## src/rtl/challenge_pkg.sv

```systemverilog
// Shared types and constants for the challenge-cell test sequencer.
package challenge_pkg;

  typedef enum logic [2:0] {
    ST_IDLE,
    ST_PRE,
    ST_RISE_WAIT,
    ST_RISE_SET,
    ST_FALL_WAIT,
    ST_FALL_SET,
    ST_DONE
  } state_e;

  localparam logic [1:0] RD_RISE   = 2'd0;
  localparam logic [1:0] RD_FALL   = 2'd1;
  localparam logic [1:0] RD_TMO    = 2'd2;
  localparam logic [1:0] RD_TRIALS = 2'd3;

  localparam int DEFAULT_CNT_W   = 8;
  localparam int DEFAULT_TRIALS  = 16;
  localparam int DEFAULT_TIMEOUT = 200;

  // For this many cycles after a stimulus edge the synchroniser still holds
  // samples taken before the edge, so they cannot be a response to it.
  localparam int SYNC_LAT = 2;

endpackage

```

## src/rtl/challenge_sequencer_if.sv

```systemverilog
// Control, result and cell-pin bundle between the tt top and the sequencer.
interface challenge_sequencer_if #(
  parameter int CNT_W = 8
);
  logic             start;
  logic [3:0]       settle;
  logic [1:0]       rd_sel;
  logic             dut_in;
  logic             dut_out;
  logic             busy;
  logic             done;
  logic             pass;
  logic [CNT_W-1:0] result;

  modport master (
    output start, settle, rd_sel, dut_out,
    input  dut_in, busy, done, pass, result
  );

  modport slave (
    input  start, settle, rd_sel, dut_out,
    output dut_in, busy, done, pass, result
  );
endinterface

```

## src/rtl/challenge_sequencer_sync2.sv

```systemverilog
// Two-flop synchroniser for asynchronous inputs, clearing to 0 on reset.
module sync2 (
  input  logic clk,
  input  logic rst_n,
  input  logic d_i,
  output logic q_o
);

  logic s1_q;
  logic s2_q;

  // Shift the raw input through two flops to settle metastability.
  always_ff @(posedge clk or negedge rst_n) begin
    if (!rst_n) begin
      s1_q <= 1'b0;
      s2_q <= 1'b0;
    end else begin
      s1_q <= d_i;
      s2_q <= s1_q;
    end
  end

  assign q_o = s2_q;

endmodule

```

## src/rtl/challenge_sequencer.sv

```systemverilog
// Drives rise/fall edges into the challenge cell, times each response and
// keeps worst-case delays, timeout count and trials completed.
module challenge_sequencer
  import challenge_pkg::*;
#(
  parameter int CNT_W   = DEFAULT_CNT_W,
  parameter int TRIALS  = DEFAULT_TRIALS,
  parameter int TIMEOUT = DEFAULT_TIMEOUT,
  parameter bit INVERT  = 1'b0
) (
  input logic                  clk,
  input logic                  rst_n,
  challenge_sequencer_if.slave bus
);

  localparam logic [CNT_W-1:0] TIMEOUT_C = CNT_W'(TIMEOUT);
  localparam logic [CNT_W-1:0] TRIALS_C  = CNT_W'(TRIALS);
  localparam logic [CNT_W-1:0] LAT_C     = CNT_W'(SYNC_LAT);
  localparam logic [CNT_W-1:0] ONE_C     = CNT_W'(1);

  state_e           state_q, state_d;
  logic             dutIn_q, dutIn_d;
  logic [CNT_W-1:0] cnt_q, cnt_d;
  logic [3:0]       settleCnt_q, settleCnt_d;
  logic [CNT_W-1:0] trial_q, trial_d;
  logic [CNT_W-1:0] riseMax_q, riseMax_d;
  logic [CNT_W-1:0] fallMax_q, fallMax_d;
  logic [CNT_W-1:0] tmoCnt_q, tmoCnt_d;

  logic             cellSync;
  logic             expected;
  logic [CNT_W-1:0] cntInc;
  logic [CNT_W-1:0] trialInc;
  logic [CNT_W-1:0] tmoSat;
  logic             cntLast;
  logic             edgeSeen;
  logic             settleDone;

  sync2 u_sync (
    .clk   (clk),
    .rst_n (rst_n),
    .d_i   (bus.dut_out),
    .q_o   (cellSync)
  );

  assign expected   = dutIn_q ^ INVERT;
  assign cntInc     = cnt_q + ONE_C;
  assign trialInc   = trial_q + ONE_C;
  assign tmoSat     = (tmoCnt_q == '1) ? tmoCnt_q : tmoCnt_q + ONE_C;
  assign cntLast    = (cntInc == TIMEOUT_C);
  assign edgeSeen   = (cellSync == expected) && (cnt_q >= LAT_C);
  assign settleDone = (settleCnt_q == bus.settle);

  // State and statistics registers; reset forces the stimulus low at once.
  always_ff @(posedge clk or negedge rst_n) begin
    if (!rst_n) begin
      state_q     <= ST_IDLE;
      dutIn_q     <= 1'b0;
      cnt_q       <= '0;
      settleCnt_q <= '0;
      trial_q     <= '0;
      riseMax_q   <= '0;
      fallMax_q   <= '0;
      tmoCnt_q    <= '0;
    end else begin
      state_q     <= state_d;
      dutIn_q     <= dutIn_d;
      cnt_q       <= cnt_d;
      settleCnt_q <= settleCnt_d;
      trial_q     <= trial_d;
      riseMax_q   <= riseMax_d;
      fallMax_q   <= fallMax_d;
      tmoCnt_q    <= tmoCnt_d;
    end
  end

  // Next-state logic: launch an edge, time the response, settle, repeat.
  always_comb begin
    state_d     = state_q;
    dutIn_d     = dutIn_q;
    cnt_d       = cnt_q;
    settleCnt_d = settleCnt_q;
    trial_d     = trial_q;
    riseMax_d   = riseMax_q;
    fallMax_d   = fallMax_q;
    tmoCnt_d    = tmoCnt_q;
    case (state_q)
      ST_IDLE, ST_DONE: begin
        dutIn_d = 1'b0;
        if (bus.start) begin
          riseMax_d = '0;
          fallMax_d = '0;
          tmoCnt_d  = '0;
          trial_d   = '0;
          cnt_d     = '0;
          state_d   = ST_PRE;
        end
      end
      ST_PRE: begin
        dutIn_d = 1'b0;
        if (cellSync == expected || cntLast) begin
          if (cellSync != expected) tmoCnt_d = tmoSat;
          dutIn_d = 1'b1;
          cnt_d   = '0;
          state_d = ST_RISE_WAIT;
        end else begin
          cnt_d = cntInc;
        end
      end
      ST_RISE_WAIT, ST_FALL_WAIT: begin
        if (edgeSeen || cntLast) begin
          if (!edgeSeen) begin
            tmoCnt_d = tmoSat;
          end else if (state_q == ST_RISE_WAIT) begin
            if (cntInc > riseMax_q) riseMax_d = cntInc;
          end else begin
            if (cntInc > fallMax_q) fallMax_d = cntInc;
          end
          settleCnt_d = '0;
          state_d     = (state_q == ST_RISE_WAIT) ? ST_RISE_SET : ST_FALL_SET;
        end else begin
          cnt_d = cntInc;
        end
      end
      ST_RISE_SET: begin
        if (settleDone) begin
          dutIn_d = 1'b0;
          cnt_d   = '0;
          state_d = ST_FALL_WAIT;
        end else begin
          settleCnt_d = settleCnt_q + 4'd1;
        end
      end
      ST_FALL_SET: begin
        if (settleDone) begin
          trial_d = trialInc;
          cnt_d   = '0;
          if (trialInc == TRIALS_C) begin
            dutIn_d = 1'b0;
            state_d = ST_DONE;
          end else begin
            dutIn_d = 1'b1;
            state_d = ST_RISE_WAIT;
          end
        end else begin
          settleCnt_d = settleCnt_q + 4'd1;
        end
      end
      default: begin
        dutIn_d = 1'b0;
        state_d = ST_IDLE;
      end
    endcase
  end

  // Status flags and the result read-back mux.
  always_comb begin
    bus.dut_in = dutIn_q;
    bus.busy   = (state_q != ST_IDLE) && (state_q != ST_DONE);
    bus.done   = (state_q == ST_DONE);
    bus.pass   = (state_q == ST_DONE) && (tmoCnt_q == '0);
    case (bus.rd_sel)
      RD_RISE: bus.result = riseMax_q;
      RD_FALL: bus.result = fallMax_q;
      RD_TMO:  bus.result = tmoCnt_q;
      default: bus.result = trial_q;
    endcase
  end

endmodule

```

## src/flat_wrapper.sv

```systemverilog
// flat-port wrapper written by rule: the top's interface ports become plain ports
module challenge_sequencer_flat import challenge_pkg::*;
#(
  parameter int CNT_W   = DEFAULT_CNT_W,
  parameter int TRIALS  = DEFAULT_TRIALS,
  parameter int TIMEOUT = DEFAULT_TIMEOUT,
  parameter bit INVERT  = 1'b0
)
  (clk, rst_n, bus_start, bus_settle, bus_rd_sel, bus_dut_out, bus_dut_in, bus_busy, bus_done, bus_pass, bus_result);
  challenge_sequencer_if #(.CNT_W(CNT_W)) bus_i ();
  input logic clk;
  input logic rst_n;
  input wire logic [$bits(bus_i.start)-1:0] bus_start;
  input wire logic [$bits(bus_i.settle)-1:0] bus_settle;
  input wire logic [$bits(bus_i.rd_sel)-1:0] bus_rd_sel;
  input wire logic [$bits(bus_i.dut_out)-1:0] bus_dut_out;
  output wire logic [$bits(bus_i.dut_in)-1:0] bus_dut_in;
  output wire logic [$bits(bus_i.busy)-1:0] bus_busy;
  output wire logic [$bits(bus_i.done)-1:0] bus_done;
  output wire logic [$bits(bus_i.pass)-1:0] bus_pass;
  output wire logic [$bits(bus_i.result)-1:0] bus_result;
  assign bus_i.start = bus_start;
  assign bus_i.settle = bus_settle;
  assign bus_i.rd_sel = bus_rd_sel;
  assign bus_i.dut_out = bus_dut_out;
  assign bus_dut_in = bus_i.dut_in;
  assign bus_busy = bus_i.busy;
  assign bus_done = bus_i.done;
  assign bus_pass = bus_i.pass;
  assign bus_result = bus_i.result;
  challenge_sequencer #(.CNT_W(CNT_W), .TRIALS(TRIALS), .TIMEOUT(TIMEOUT), .INVERT(INVERT)) u_core (.clk(clk), .rst_n(rst_n), .bus(bus_i));
endmodule
```

## config.mk

```make
export PLATFORM = sky130hd
export DESIGN_NAME = challenge_sequencer_flat
export DESIGN_NICKNAME = d
export VERILOG_FILES = /design/src/rtl/challenge_pkg.sv /design/src/rtl/challenge_sequencer_if.sv /design/src/rtl/challenge_sequencer_sync2.sv /design/src/rtl/challenge_sequencer.sv /design/src/flat_wrapper.sv
export SDC_FILE = /design/constraint.sdc
export NUM_CORES = 1
export LEC_CHECK = 0
export ABC_AREA = 1
export CAP_MARGIN = 0
export CELL_PAD_IN_SITES_DETAIL_PLACEMENT = 1
export CELL_PAD_IN_SITES_GLOBAL_PLACEMENT = 1
export CORE_UTILIZATION = 45
export CTS_BUF_LIST = sky130_fd_sc_hd__clkbuf_16
export CTS_CLUSTER_SIZE = 30
export DETAILED_ROUTE_END_ITERATION = 12
export DONT_BUFFER_PORTS = 1
export GPL_ROUTABILITY_DRIVEN = 0
export PLACE_DENSITY = 0.85
export SLEW_MARGIN = 20
export SYNTH_ARGS = -nofsm -noshare
export SYNTH_HDL_FRONTEND = slang
export SYNTH_SLANG_ARGS = --single-unit
```

## constraint.sdc

```tcl
create_clock -name clk -period 2.8 [get_ports clk]
set_clock_uncertainty 0.1 [all_clocks]
set_input_delay 0.14 -clock clk [delete_from_list [all_inputs] [get_ports clk]]
set_output_delay 0.14 -clock clk [all_outputs]
set_load 0.05 [all_outputs]
```

==> Yosys cells after proc, flatten, opt, wreduce, memory -nomap -nowiden <==
Cells that the tools add are included.
{ "word_totals": {"wordCells": 113, "inputBits": 10, "reg_bits": 50, "output_inout_bits": 12} }
{ "classes": {"n_mux": 40, "n_reduce_logical": 25, "order_cmp": 3, "n_eq_ne": 30, "n_addsub": 4, "bitwise": 1} }
{ "ops": {"columns": ["op", "n"], "rows": [
  ["8-bit 2-to-1 mux", 18],
  ["8-bit one-hot mux with 2 select lines", 3],
  ["8-bit one-hot mux with 3 select lines", 2],
  ["8-bit one-hot mux with 4 select lines", 1],
  ["8-bit by 1-bit adder with 8-bit output (second input constant)", 3],
  ["3-bit 2-to-1 mux", 7],
  ["2-bit by 1-bit != test with 1-bit output (second input constant)", 10],
  ["6-bit AND reduction", 3],
  ["8-bit equality test (second input constant)", 2],
  ["8-bit greater-than comparator", 2],
  ["3-bit one-hot mux with 5 select lines", 1],
  ["2-bit != test (second input constant)", 5],
  ["3-bit equality test (second input constant)", 3],
  ["3-bit AND reduction", 3],
  ["8-bit by 5-bit equality test with 1-bit output (second input constant)", 1],
  ["8-bit by 2-bit >= comparator with 1-bit output (second input constant)", 1],
  ["8-bit logical NOT", 1],
  ["4-bit 2-to-1 mux", 2],
  ["4-bit one-hot mux with 2 select lines", 1],
  ["3-bit by 2-bit equality test with 1-bit output (second input constant)", 2],
  ["2-bit nonzero test", 3],
  ["3-bit nonzero test", 2],
  ["2-bit OR reduction", 3],
  ["5-bit AND reduction", 1],
  ["17 further kinds", 23]
]} }

==> Logic depth before layout (Yosys ltp) <==
Gate-level depths: netlist of the first run.
{ "logic_depth": {"depth_word": 7, "ltp_mapped": 17} }

==> Modules after synthesis <==
Synthesis of the first run repeated with hierarchy kept, for this count alone.
{ "unflattened": {"cells_unflattened": 483, "area_unflattened_um2": 3480.8} }
{ "by_module_without_submodules": {"columns": ["mod", "instances", "cells_per_inst", "area_each_um2"], "rows": [
  ["challenge_sequencer", 1, 481, 3430.8],
  ["sync2", 1, 2, 50.0]
]} }

==> Worst setup path after synthesis of the first run <==
No wires, ideal clock.
{ "synth_path": {"kind": "register -> register", "start": "register u_core.cnt_q[0]", "end": "register u_core.fallMax_q[0]", "path_slack_ns": 0.375, "required_time_ns": 2.583, "n_path_buf": 0, "arrival_time_ns": 2.208, "path_stages_with_launch": 17, "period_less_slack_ns": 2.425, "setup_time_ns": 0.117, "path_cell_list": "dfrtp_1 > ha_1 > nand2_1 > nor2_1 > nand2_1 > nand2_1 > inv_1 > ha_1 > nand2_1 > nor2_1 > nand2_1 > nand2_1 > nand2_1 > a21oi_2 > nand2_2 > nand2_1 > nand2_1"} }
{ "synth_between": {"elab_chain_len": 6} }
{ "synth_rtl": {"columns": ["item", "line_no", "rtl"], "rows": [
  ["start, declared", "challenge_sequencer.sv:23", "logic [CNT_W-1:0] cnt_q, cnt_d;"],
  ["start signal, assigned", "challenge_sequencer.sv:68", "cnt_q <= cnt_d;"],
  ["parallel branches: the longest is 6 deep, another holds 8-bit by 1-bit adder with 8-bit output", null, null],
  ["end signal, assigned", "challenge_sequencer.sv:72", "fallMax_q <= fallMax_d;"],
  ["end, declared", "challenge_sequencer.sv:27", "logic [CNT_W-1:0] fallMax_q, fallMax_d;"]
]} }
Parallel ways; which one is timed is not known. The select of a mux whose other input is x is not followed.
A chain may end at the register's enable or synchronous reset.

==> Worst setup path after layout of the first run <==
{ "layout_path": {"start": "register u_core.cnt_q[0]", "end": "register u_core.riseMax_q[6]"} }
{ "layout_between": {"elab_chain_len": 6} }
{ "layout_rtl": {"columns": ["item", "line_no", "rtl"], "rows": [
  ["parallel branches: the longest is 6 deep, another holds 8-bit by 1-bit adder with 8-bit output", null, null],
  ["end signal, assigned", "challenge_sequencer.sv:71", "riseMax_q <= riseMax_d;"],
  ["end, declared", "challenge_sequencer.sv:26", "logic [CNT_W-1:0] riseMax_q, riseMax_d;"]
]} }
Parallel ways; which one is timed is not known. The select of a mux whose other input is x is not followed.

==> results of run 1 <==
cells in the final DEF (no fill, tap or decap), types with 2 or more instances in the layout:
master         netlist  routed
ha_1                23      22
nand2_1            154     154
nand4_1             19      19
o21ai_0             21      13
nor2_2               2       2
nor3_1               4       4
xor2_1               7       7
inv_2                7       7
clkbuf_16            0       5
dfrtp_2              0       3
nand2_2              7       6
nor3b_1              2       2
dfrtp_1             50      47
a21oi_4              1       3
o21a_1               2       2
a21oi_1             25      25
inv_1               63      63
nand3_1             47      47
dlygate4sd3_1        0       2
nor2_1              36      36
nor2_4               2       2
nand3_2              4       4
buf_4                1      11
o22ai_1              9       9
o21ai_1              1       9
worst max-delay path, cell delays in order (launching register included):
cell and delay (ps):
dfrtp_1 420, buf_6 170, inv_1 70, ha_1 290, inv_1 90, ha_1 320, inv_1 50, nor2_1 80
o21ai_0 80, nand2_1 60, nand2_1 50, nand2_1 70, nand2_1 90, a21oi_4 250, buf_4 180, nand3_1 80
nand2_1 100
metal layers:
layer / global-route usage, % / wire (um)
met1: 35.9 / 4880
met2: 50.3 / 5610
met3: 3.45 / 383
met4: 7.39 / 242
met5: 0 / 0
repair_timing:
action / in CTS / in global routing
endpoints found under the setup margin: 0 / 16
hold buffers: 3 / 0
resized for setup: 0 / 8
endpoints found under the hold margin: 51 / 0
buffers inserted: 0 / 4
worst max path at each step:
stage / start / end / slack, ps / depth (start not counted)
3_5_place_dp: u_core.cnt_q[1]$_DFFE_PN0P_ / u_core.riseMax_q[3]$_DFFE_PN0P_ / 120 / 16
3_3_place_gp: u_core.cnt_q[1]$_DFFE_PN0P_ / u_core.fallMax_q[7]$_DFFE_PN0P_ / 290 / 16
6_report: u_core.cnt_q[0]$_DFFE_PN0P_ / u_core.riseMax_q[6]$_DFFE_PN0P_ / 180 / 16
2_1_floorplan: u_core.state_q[0]$_DFFE_PN0P_ / bus_pass / 380 / 3
4_1_cts: u_core.cnt_q[1]$_DFFE_PN0P_ / u_core.fallMax_q[6]$_DFFE_PN0P_ / 100 / 16
5_1_grt: u_core.cnt_q[0]$_DFFE_PN0P_ / u_core.riseMax_q[6]$_DFFE_PN0P_ / -10 / 16
cells in the mapped netlist (2+ instances only):
master / n
nor2_1: 36
dfrtp_1: 50
buf_2: 3
nor2_4: 2
nor2_2: 2
nand4_1: 19
nand2_1: 154
a21oi_2: 2
inv_2: 7
o22ai_1: 9
nor4_1: 2
nor3_1: 4
ha_1: 23
xor2_1: 7
nand3_2: 4
nor3b_1: 2
nand3_1: 47
nand2_2: 7
a21oi_1: 25
inv_1: 63
o21a_1: 2
o21ai_0: 21
registers in the layout, summed over array words and instances, names as in the netlist:
register	cells
u_core.bus.dut_in	1
u_core.cnt_q	8
u_core.fallMax_q	8
u_core.riseMax_q	8
u_core.settleCnt_q	4
u_core.state_q	3
u_core.tmoCnt_q	8
u_core.trial_q	8
u_core.u_sync.q_o	1
u_core.u_sync.s1_q	1
final cells by class:
class,count,area (sq um)
repair buffers,15,141
clock inverters,2,13.8
well taps,99,124
clock buffers,5,125
multi-input cells,376,2000
fillers,965,3480
flip-flops and latches,50,1250
inverters,71,267
power by group:
group | leakage [nW] | switching [mW] | internal (mW)
Combinational | 1.30 | 1.55 | 0.658
Sequential | 0.676 | 0.175 | 0.838
Clock | 0.0701 | 0.277 | 0.328
Total | 2.05 | 2.00 | 1.82
cell families (layout without fill, tap and decap cells):
logic type / count (synthesis) / in the layout / synth area share (%)
AND/OR/NAND/NOR: 280 / 280 / 35.2
buffers and inverters: 76 / 93 / 8.53
AO/OA/AOI/OAI: 65 / 65 / 10.6
flip-flops: 50 / 50 / 35.5
adder cells (fa/ha/maj): 23 / 23 / 8.17
XOR/XNOR: 8 / 8 / 1.99
==> impl_metrics.yaml, run 1 <==
synth:
  syn_area_sq_um: 3520
  synth_top_area_share_pct: 35.5
  synth_seq_area_share_pct: 35.5
  synth_ff_type: "dfrtp_1"
  synthTopCellsByArea: "dfrtp_1, nand2_1, ha_1, inv_1, nand3_1"
  synth_cell_types: 33
  synth.avg_cell_area_sq_um: 7.01
  yosys.area.top_type: "dfrtp_1"
  yosys_warnings: 0
  synth-edff-count: 0
  synthArstFlopShare_pct: 100
  synth_fp_nets: 535
  ys_ff_latch: 50
  syn-instance-count: 502
worst_setup_path:
  cp.arrival_ps: 2750
  crit_type: "reg2reg"
  cp.required_ps: 2930
  endpoint_kind: "flip-flop"
  reg2reg_depth: 16
  r2r-start: "u_core.cnt_q[0]$_DFFE_PN0P_"
  critical_path.max_fanout: 7
  worst_r2r_endpoint: "u_core.riseMax_q[6]$_DFFE_PN0P_"
  cp-start-kind: "flip-flop"
  reg2reg_slack_ps: 180
detailed_routing:
  drc_errors: 0
  totalWireLength_um: 11100
  first_pass_iters: 5
  wire_per_inst_um: 18.0
  avgViaCountPerCell: 5.58
  drtIter0Drc: 213
  vias: 3449
  ant_nets: 0
timing:
  period_needed_ps: 2620
  worst_pin_slew_ps: 1010
  final-setup-viol-count: 0
  max_freq_ghz: 0.382
  drv_slew: 0
  finalWorstSetupSlack_ps: 180
  holdWs_ps: 221
  max_slew_margin_pct: 32.2
  hold_viol: 0
  period_share_pct: 93.6
  fin_tns_setup_ps: 0
flow_run:
  max-cap-violations: 0
power_and_ir_drop:
  power.density_nw_per_um2: 975
  vdd_drop_max_v: 0.000533
  total_power_mw: 3.83
  leakage_nw: 2.05
worst_hold_path:
  min_to: "u_core.state_q[2]$_DFFE_PN0P_"
  min-delay-start: "bus_start"
  min_path_cells: 6
  hold_path_class: "in2reg"
floorplanning:
  coreArea_sq_um: 7410
  initial_core_util_pct: 47.5
  io_pins: 22
  rows: 31
  die_x_um: 90.5
  die_area_sq_um: 8180
  die_h_um: 90.5
clock_network:
  cts.sinks: 50
  cts_buffers: 5
  clkTransAtPathRegs_ps: 70
  clock_latency_ps: 290
  cts-root-buf: "clkbuf_16"
  cts_tree: "done"
  htree_levels: 2
  clockBufferDepth: 2
finish:
  layoutNonFillerInstCount: 618
  drive_above_1_share_pct: 10.0
  final_core_util_pct: 53.0
  num-nets-final: 552
  n_antenna_cell: 0
  area_growth_pct: 11.4
  final_cell_area_sq_um: 3920
placement:
  pre_cts_ws_ps: 119
  hpwl_um: 8370
  dp_cells: 604
  place_area_sq_um: 3680
  port_buffers: 0
global_routing:
  grt_first_pass_wirelength_um: 18100
  overflow: 0
  grt_pass1_vias: 3628
  antenna_found_initial: 0
  grt_usage_pct: 28.2
  grt_max_degree: 51
status:
  status: "completed"
Note: power is estimated with default switching activity, not from simulation.
==> run 2: changes to the inputs <==
--- a/config.mk
+++ b/config.mk
@@ -15,7 +15,8 @@
 export DETAILED_ROUTE_END_ITERATION = 12
 export DONT_BUFFER_PORTS = 1
 export GPL_ROUTABILITY_DRIVEN = 0
-export PLACE_DENSITY = 0.85
+export PLACE_DENSITY = 0.83
+export SKIP_LAST_GASP = 1
 export SLEW_MARGIN = 20
 export SYNTH_ARGS = -nofsm -noshare
 export SYNTH_HDL_FRONTEND = slang
==> impl_metrics.yaml, run 2 (synthesized netlist as in run 1, its figures left out) <==
timing:
  max_freq_ghz: 0.385
  period_share_pct: 92.8
  finalWorstSetupSlack_ps: 202
  hold_viol: 0
  drv_slew: 0
  worst_pin_slew_ps: 982
  final-setup-viol-count: 0
  period_needed_ps: 2600
  max_slew_margin_pct: 34.1
  holdWs_ps: 214
worst_setup_path:
  cp-start-kind: "flip-flop"
  critical_path.max_fanout: 5
  crit_type: "reg2reg"
  reg2reg_depth: 16
  endpoint_kind: "flip-flop"
  cp.arrival_ps: 2740
  startpoint: "u_core.cnt_q[1]$_DFFE_PN0P_"
  r2r-start: "u_core.cnt_q[1]$_DFFE_PN0P_"
  cp.required_ps: 2940
worst_hold_path:
  min_path_cells: 5
  min-delay-start: "bus_settle[0]"
  hold_path_class: "in2reg"
clock_network:
  clock_latency_ps: 300
  clockBufferDepth: 2
  cts.sinks: 50
  cts_tree: "done"
  htree_levels: 2
  cts_buffers: 5
  clkTransAtPathRegs_ps: 70
  cts-root-buf: "clkbuf_16"
finish:
  area_growth_pct: 11.4
  n_antenna_cell: 0
  drive_above_1_share_pct: 9.86
  final_cell_area_sq_um: 3920
  num-fill-cells: 985
  final_cell_mix: "nand2_1, inv_1, nand3_1, dfrtp_1, nor2_1"
  final_common_cell: "nand2_1"
  layoutNonFillerInstCount: 616
  num-nets-final: 549
power_and_ir_drop:
  clock_power_share_pct: 16.4
  power_frac_comb_pct: 57.3
  seqPwrFrac_pct: 26.2
  power.density_nw_per_um2: 975
  vdd_drop_max_v: 0.000474
  power.switching_mw: 2.00
  total_power_mw: 3.82
  leakage_nw: 2.04
  internal-power_mw: 1.82
  sw_frac_of_total_pct: 52.4
detailed_routing:
  avgViaCountPerCell: 5.52
  drtIter0Drc: 155
  first_pass_iters: 4
  vias: 3398
  totalWireLength_um: 10500
  ant_nets: 0
  drc_errors: 0
  wire_per_inst_um: 17.1
global_routing:
  overflow: 0
  grt_pass1_vias: 3445
  grt_busiest_layer: "met2"
  gr-usage-met3_pct: 4.29
  grt_first_pass_wirelength_um: 17600
  antenna_found_initial: 0
  grt_usage_pct: 27.4
  grt_max_degree: 51
  grtUsageMet1_pct: 37.5
  grt_use_met2_pct: 44.4
floorplanning:
  coreArea_sq_um: 7410
  io_pins: 22
  rows: 31
  die_h_um: 90.5
  die_area_sq_um: 8180
  initial_core_util_pct: 47.5
  die_x_um: 90.5
placement:
  pre_cts_ws_ps: 26.4
  hpwl_um: 8120
  port_buffers: 0
  dp_cells: 603
  place_area_sq_um: 3670
status:
  status: "completed"
flow_run:
  max-cap-violations: 0
## run 2: through the flow
step	util (%)	setup TNS (ps)
2_1_floorplan	-	0
5_1_grt	52.9	-1.10
3_3_place_gp	49.5	0
4_1_cts	52.3	0
3_5_place_dp	49.5	0
6_report	52.9	0
## run 2: per-layer routing
layer / vias to the layer above / part of all wire [%] / wire length, um
met5: - / 0 / 0
met4: 0 / 2.1 / 219
met3: 16 / 3.3 / 351
met2: 61 / 48 / 5110
met1: 1652 / 46 / 4870
li1: 1669 / - / -
## run 2: worst paths after layout
kind / end / slack, ps
worst max-delay path: u_core.riseMax_q[5]$_DFFE_PN0P_ / 200
worst min-delay path: u_core.settleCnt_q[0]$_DFFE_PN0P_ / 210
worst min register to register: u_core.u_sync.q_o$_DFF_PN0_ / 250
min in group asynchronous: u_core.cnt_q[2]$_DFFE_PN0P_ / 260
max in group asynchronous: u_core.tmoCnt_q[5]$_DFFE_PN0P_ / 2110
worst max register to register: u_core.riseMax_q[5]$_DFFE_PN0P_ / 200
## run 2: timing repair
item / 4_1_cts / 5_1_grt
resized for setup: 1 / 9
hold buffers: 3 / 0
buffers inserted: 0 / 2
endpoints found under the hold margin: 51 / 0
endpoints found under the setup margin: 4 / 22
pin swaps: 0 / 1
## run 2: area by class of cell
| cell class | instances | area [sq um] | share of cell area, % |
|---|---|---|---|
| multi-input combinational | 376 | 2000 | 50.9 |
| sequential | 50 | 1250 | 32.0 |
| inverter | 71 | 267 | 6.79 |
| timing repair buffer | 12 | 135 | 3.44 |
| clock buffer | 5 | 125 | 3.19 |
| tap | 99 | 124 | 3.16 |
| clock inverter | 3 | 21.3 | 0.542 |
## run 2: critical path, stage by stage (launching register included)
cell and delay (ps):
dfrtp_2 440, buf_12 140, nand3_2 100, inv_1 60, nand2_1 50, nand2_1 50
nand2_1 100, inv_1 90, ha_1 320, nand2_1 110, o21a_1 210, nand2_1 80
nand2_2 90, a21oi_4 260, buf_6 160, nand3_1 90, nand2_1 80
## run 2: power groups by stage
| stage | Combinational (mW) | Sequential [mW] | Clock, mW |
|---|---|---|---|
| after CTS | 2.10 | 1.00 | 0.638 |
| after global routing | 2.42 | 1.02 | 0.664 |
| final | 2.19 | 1.00 | 0.628 |
| after global placement | 1.96 | 1.01 | 0 |
| after floorplan | 1.47 | 0.970 | 0 |
| after detailed placement | 2.04 | 1.02 | 0 |
